[config.mk]
export PLATFORM = sky130hd
export DESIGN_NAME = decoder_n_seq
export DESIGN_NICKNAME = d
export VERILOG_FILES = /design/src/rtl/decoder_pkg.sv /design/src/rtl/decoder_n.sv /design/src/rtl/decoder_n_seq.sv
export SDC_FILE = /design/constraint.sdc
export NUM_CORES = 1
export LEC_CHECK = 0
export ABC_AREA = 1
export CORE_MARGIN = 1.5
export CORE_UTILIZATION = 40
export DETAILED_ROUTE_END_ITERATION = 6
export GPL_TIMING_DRIVEN = 0
export PLACE_DENSITY = 0.77
export SLEW_MARGIN = 20
export SYNTH_ARGS = -nofsm -noshare
export SYNTH_HDL_FRONTEND = slang
export SYNTH_SLANG_ARGS = --single-unit
[constraint.sdc]
create_clock -name clk -period 2.6 [get_ports clk]
set_input_delay 0.52 -clock clk [delete_from_list [all_inputs] [get_ports clk]]
set_output_delay 0.52 -clock clk [all_outputs]
set_load 0.02 [all_outputs]
[src/rtl/decoder_pkg.sv]
// Shared types and helpers for the registered N-output decoder family.
package decoder_pkg;

    typedef enum logic {
        IDLE  = 1'b0,
        SWEEP = 1'b1
    } state_t;

    function automatic int unsigned out_count(input int unsigned sel_w);
        return 32'd1 << sel_w;
    endfunction

endpackage

[src/rtl/decoder_n.sv]
// Combinational SEL_W-to-2^SEL_W enabled decoder: one-hot when en, else all-zero.
module decoder_n
    import decoder_pkg::*;
#(
    parameter int SEL_W = 5
) (
    input  logic                          en,
    input  logic [SEL_W-1:0]              sel,
    output logic [out_count(SEL_W)-1:0]   dec
);

    always_comb begin
        dec = '0;
        if (en) begin
            dec[sel] = 1'b1;
        end
    end

endmodule

[src/rtl/decoder_n_seq.sv]
// Registered one-hot decoder with a sweep mode that walks every output once,
// used to initialise the register-file write enables after reset.
module decoder_n_seq
    import decoder_pkg::*;
#(
    parameter int SEL_W    = 5,
    parameter int MASK_TOP = 1
) (
    input  logic                          clk,
    input  logic                          reset,
    input  logic                          en,
    input  logic [SEL_W-1:0]              sel,
    input  logic                          sweep_start,
    output logic [out_count(SEL_W)-1:0]   out,
    output logic                          sweep_busy,
    output logic                          sweep_done
);

    localparam int N  = out_count(SEL_W);
    localparam int CW = SEL_W + 1;

    state_t          state, state_next;
    logic [CW-1:0]   counter, counter_next;
    logic            busy_next, done_next;
    logic            dec_en;
    logic [SEL_W-1:0] dec_sel;
    logic [N-1:0]    dec, out_next;

    // Input mux: direct en/sel in IDLE, forced enable with the counter while sweeping.
    always_comb begin
        state_next   = state;
        counter_next = '0;
        busy_next    = 1'b0;
        done_next    = 1'b0;
        dec_en       = en;
        dec_sel      = sel;
        case (state)
            IDLE: begin
                if (sweep_start) begin
                    state_next   = SWEEP;
                    counter_next = CW'(1);
                    busy_next    = 1'b1;
                    dec_en       = 1'b1;
                    dec_sel      = '0;
                end
            end
            SWEEP: begin
                if (counter == CW'(N)) begin
                    // Every output has been shown; fall straight back to direct decode.
                    state_next = IDLE;
                end else begin
                    counter_next = counter + CW'(1);
                    busy_next    = 1'b1;
                    done_next    = (counter == CW'(N - 1));
                    dec_en       = 1'b1;
                    dec_sel      = counter[SEL_W-1:0];
                end
            end
            default: begin
                state_next = IDLE;
            end
        endcase
    end

    decoder_n #(.SEL_W(SEL_W)) u_decoder_n (
        .en  (dec_en),
        .sel (dec_sel),
        .dec (dec)
    );

    // The top output is the hard-wired zero register when masked.
    always_comb begin
        out_next = dec;
        if (MASK_TOP != 0) begin
            out_next[N-1] = 1'b0;
        end
    end

    always_ff @(posedge clk or negedge reset) begin
        if (!reset) begin
            state      <= IDLE;
            counter    <= '0;
            out        <= '0;
            sweep_busy <= 1'b0;
            sweep_done <= 1'b0;
        end else begin
            state      <= state_next;
            counter    <= counter_next;
            out        <= out_next;
            sweep_busy <= busy_next;
            sweep_done <= done_next;
        end
    end

endmodule

[Yosys cells after proc, flatten, opt, wreduce, memory -nomap -nowiden]
Cells that the tools add are included.
Cells by class
  reductions and logical operators: 1
  bitwise logic cells: 1
  $lt $le $gt $ge: 2
  muxes and demuxes: 17
  add/sub/neg operators: 1
  equal/unequal tests: 2
Operators with widths (count)
  $mux 31: 1
  $pmux 6 s2: 1
  $mux 5: 2
  $pmux 5 s2: 1
  $mux 1: 8
  $add 6x1->6 const B: 1
  $eq 6x5->1 const B: 1
  $eq 6x6->1 const B: 1
  $lt 5x6->1 const B: 1
  $mux 6: 1
  $demux 1 s5: 1
  $ge 5x1->1 const B: 1
  $pmux 1 s2: 2
  $logic_and 1x1->1: 1
  $not 1->1: 1
Storage, ports and cells
  bits in registers: 39
  output and inout port bits: 34
  logic and storage cells: 28

[Depth between registers and ports, before layout]
  depth in word-level cells: 8
  mapped depth: 9
  depth with buffers taken out: 9

[By module]
Synthesis repeated with hierarchy kept, for this count alone.
Second synthesis, totals
  cells, all modules: 157
  area, all modules: 1541.5 µm²
By module, submodules not included
  decoder_n_seq: cells an instance 107, sequential area each 975.9 µm², times used 1, area an instance 1341.3 µm²
  decoder_n: cells an instance 50, sequential area each 0.0 µm², times used 1, area an instance 200.2 µm²

[Least setup slack after synthesis]
Ideal clock, no wire load.
  kind: register to register
  start: register counter[0]
  end: register out[5]
  path slack: 1.171 ns
  arrival: 1.309 ns
  buffers on the path: 0
  period minus slack after synthesis: 1.429 ns
  stages on the path, launching flop included: 10
  cells stage by stage: dfrtp_1 > inv_1 > ha_1 > nand3_4 > nand2_4 > nand2_2 > nand2_4 > inv_6 > nand3_4 > nor2_1
On the way
  word-level cells in the longest chain between the ends: 8
  elaborated cells on any way between the ends: 11
RTL lines
  start, declared: line decoder_n_seq.sv:23  | logic [CW-1:0] counter, counter_next;
  start signal, assigned: line decoder_n_seq.sv:88  | counter <= counter_next;
  $eq 6x6->1: line decoder_n_seq.sv:48  | if (counter == CW'(N)) begin
  $mux 5: line decoder_n_seq.sv:48
  $pmux 5 s2: line decoder_n_seq.sv:37  | case (state)
  $lt 5x6->1 (implied by the code) / $ge 5x1->1 (equally long branches): line decoder_n.sv:15  | dec[sel] = 1'b1;
  $logic_and 1x1->1 (implied by the code): line decoder_n.sv:15
  $mux 1 (implied by the code): line decoder_n.sv:15
  $demux 1 s5
  $mux 31 *: line decoder_n.sv:14  | if (en) begin
  via dec[5]: line decoder_n_seq.sv:27  | logic [N-1:0] dec, out_next;
  end signal, assigned: line decoder_n_seq.sv:89  | out <= out_next;
  end, declared: line decoder_n_seq.sv:14  | output logic [out_count(SEL_W)-1:0] out,
Mark *: on every way through the listed nets, which the timed path passes. The rest lies on a longest branch.

==> results.tsv <==
metric	value	unit
number of global-route vias before repair	1084	
CP Cell Sequence	clkdlybuf4s50_1	
number of nets in the final layout	217	
TritonCTS clock tree	yes	
vias per cell	4.67	
worst-case clock skew	0.00446	ns
Final Hold Vio Count	0	
DRT iter0 DRCs	86	
Final Wtd Congestion	0.863	
half-perimeter wire length after placement	2330	um
longest individual stage delay on the worst path	0.67	ns
Post-Syn Area	1640	um2
clock sink count	39	
top library cells by usage in the layout, fill and taps aside	sky130_fd_sc_hd__clkdlybuf4s50_1 (40), sky130_fd_sc_hd__dfrtp_1 (39), sky130_fd_sc_hd__nor2_1 (38)	
final worst path period share	0.776	
Clock Path Buffers	2	
post-route worst setup slack	0.581	ns
Critical Path RT	2.08	ns
number of antenna violations at the first check in global routing	0	
post-synth net total	168	
Die ar.	4490	um2
number of buffers added by the clock tree synthesis step	5	
minimum clock period after layout	2.02	ns
clock insertion delay at the later pin of the skew report	0.29	ns
leakage power figure	1.02	nW
count of port buffers added during placement	41	
area used by sequential logic in the layout	976	um2
GRT overflow	0	
clock root buffer master	sky130_fd_sc_hd__clkbuf_8	
Floorplan Core Area	3970	um2
share of the synthesized area in the top cell type	0.595	
GRT Overall Usage	0.152	
remaining antenna violation count after routing	0	
number of hold-repair buffers added at the cts stage	0	
largest area contributor in the synthesized netlist	sky130_fd_sc_hd__dfrtp_1	
setup repair after global routing missed its margin	false	
Ys Warns	0	
starting density of the core	0.413	
Filler Cells Inserted	366	
Mapped Avg Cell Area	10.4	um2
number of setup buffers added after CTS	0	
Reg2Reg Depth	8	
most frequent standard cell in the layout excluding fill and tap cells	sky130_fd_sc_hd__clkdlybuf4s50_1	
sort of element at the start of the critical path	register	
kind of capture point of the worst setup path	output pin	
worst path arrival time	1.50	ns
die width	67.0	um
critical path's slowest cell	sky130_fd_sc_hd__clkdlybuf4s50_1	
max-slew violation count	0	
number of cells on the critical path	1	
register area share after synthesis	0.595	
clock-pin slew on the worst setup and hold paths	0.07	ns
setup TNS after final layout	0	ns
overall via count from detail_route	1201	
crit path max fanout	7	
Hold Crit Class	input pin to async pin	
post-synthesis cell type count	21	
ant diodes	0	
number of rows in the core area	23	
overall routed net length	2980	um
Setup-failing EPs final	0	
worst setup path class	register to output pin	
H-tree levels	2	
post-synthesis instance total	157	
global-route wire length before repair	4880	um
count of state elements after synthesis	39	
I/O pin cnt	43	
floorplan die height	67.0	um
Area Overhead vs Synth	37.4	%
pre-CTS worst setup slack	0.633	ns
status	finished, final reports clean	
layout cell share with drive strength beyond 1	0.135	
CP top delay family	buffers and inverters	
Maximum Capacitance Violations	0	
power density of the placed cells	881	nW/um2
pin count of the biggest net entering global routing	27	
maximum clock frequency	0.495	GHz
Final Core Density	0.567	
DRC violations left	0	
total buffers and inverters traversed by the critical path	1	
top area cells in the synthesized netlist	sky130_fd_sc_hd__dfrtp_1 (60%), sky130_fd_sc_hd__nor2_1 (8.7%), sky130_fd_sc_hd__nand3_4 (6.4%), sky130_fd_sc_hd__nand2_1 (6.2%), sky130_fd_sc_hd__nand3_1 (2.4%)	
wire length per cell	11.6	um
DRT Pass-1 Iters	4	
peak ir drop on the vdd network	0.000454	V
Post-CTS Resized	0	
area occupied by multi-input gates	603	um2
==> report_power, final <==
group	leakage (nW)	switching, mW	internal (mW)	total [mW]
registers	0.530	0.0757	0.698	0.773
logic	0.432	0.439	0.262	0.701
clock network	0.0612	0.201	0.310	0.511
total	1.02	0.716	1.27	1.99
==> layer usage <==
metal / vias to the layer above / global-route usage / share of wire
met5: - / 0 / 0
met4: 0 / 0.0791 / 0.018
met3: 4 / 0.0507 / 0.057
met2: 41 / 0.243 / 0.49
met1: 563 / 0.182 / 0.44
li1: 593 / - / -
==> cells in the mapped netlist <==
library cell,number
sky130_fd_sc_hd__inv_1,10
sky130_fd_sc_hd__xnor2_1,1
sky130_fd_sc_hd__nand2_8,1
sky130_fd_sc_hd__buf_4,1
sky130_fd_sc_hd__inv_4,1
sky130_fd_sc_hd__nand4_1,6
sky130_fd_sc_hd__a21oi_1,3
sky130_fd_sc_hd__dfrtp_1,39
sky130_fd_sc_hd__nor3_1,1
sky130_fd_sc_hd__nand3_1,8
sky130_fd_sc_hd__nand2_1,27
sky130_fd_sc_hd__inv_6,1
sky130_fd_sc_hd__nor4_1,1
sky130_fd_sc_hd__xor2_1,2
sky130_fd_sc_hd__nand3_4,6
sky130_fd_sc_hd__nor2_1,38
sky130_fd_sc_hd__nand2_4,3
sky130_fd_sc_hd__ha_1,2
sky130_fd_sc_hd__nand2_2,3
sky130_fd_sc_hd__conb_1,1
sky130_fd_sc_hd__nor2_4,2
==> per-stage QoR <==
| step | instances | hold WS [ns] | area, um2 | total power, mW |
|---|---|---|---|---|
| 4_1_cts | 257 | 0.146 | 2250 | 2.01 |
| 6_report | 257 | 0.143 | 2250 | 1.99 |
| 3_5_place_dp | 249 | 0.428 | 2130 | 1.49 |
| 2_1_floorplan | 157 | 0.224 | 1640 | 1.25 |
| 3_3_place_gp | 248 | 0.434 | 2110 | 1.47 |
| 5_1_grt | 257 | 0.155 | 2250 | 2.12 |
==> registers in the layout, indices dropped and copies added, names as in the netlist <==
name / count
state: 1
counter: 6
sweep_done: 1
out: 31
==> cells by family after synthesis <==
family / synth area share
flip-flops: 0.595
AND/OR/NAND/NOR: 0.325
buffers and inverters: 0.0366
adder cells (fa/ha/maj): 0.0153
AO/OA/AOI/OAI: 0.00916
XOR/XNOR: 0.0160
other: 0.00229
==> final timing paths <==
check | from | to | slack (ns)
setup / recovery | state$_DFF_PN0_ | sweep_busy | 0.58
max in group asynchronous | reset | out[12]$_DFF_PN0_ | 2.02
hold reg to reg | counter[5]$_DFF_PN0_ | sweep_done$_DFF_PN0_ | 0.44
min in group clk | counter[5]$_DFF_PN0_ | sweep_done$_DFF_PN0_ | 0.44
hold / removal | reset | counter[4]$_DFF_PN0_ | 0.14
setup reg to reg | counter[1]$_DFF_PN0_ | out[10]$_DFF_PN0_ | 0.96
==> area by class of cell <==
cell class / count / share of cell area
Buffer: 1 / 0.00333
Sequential cell: 39 / 0.433
Clock buffer: 6 / 0.0367
Tap cell: 50 / 0.0278
Timing Repair Buffer: 42 / 0.192
Multi-Input combinational cell: 105 / 0.268
Clock inverter: 2 / 0.0156
Inverter: 12 / 0.0233
Note: power is estimated with default switching activity, not from simulation.
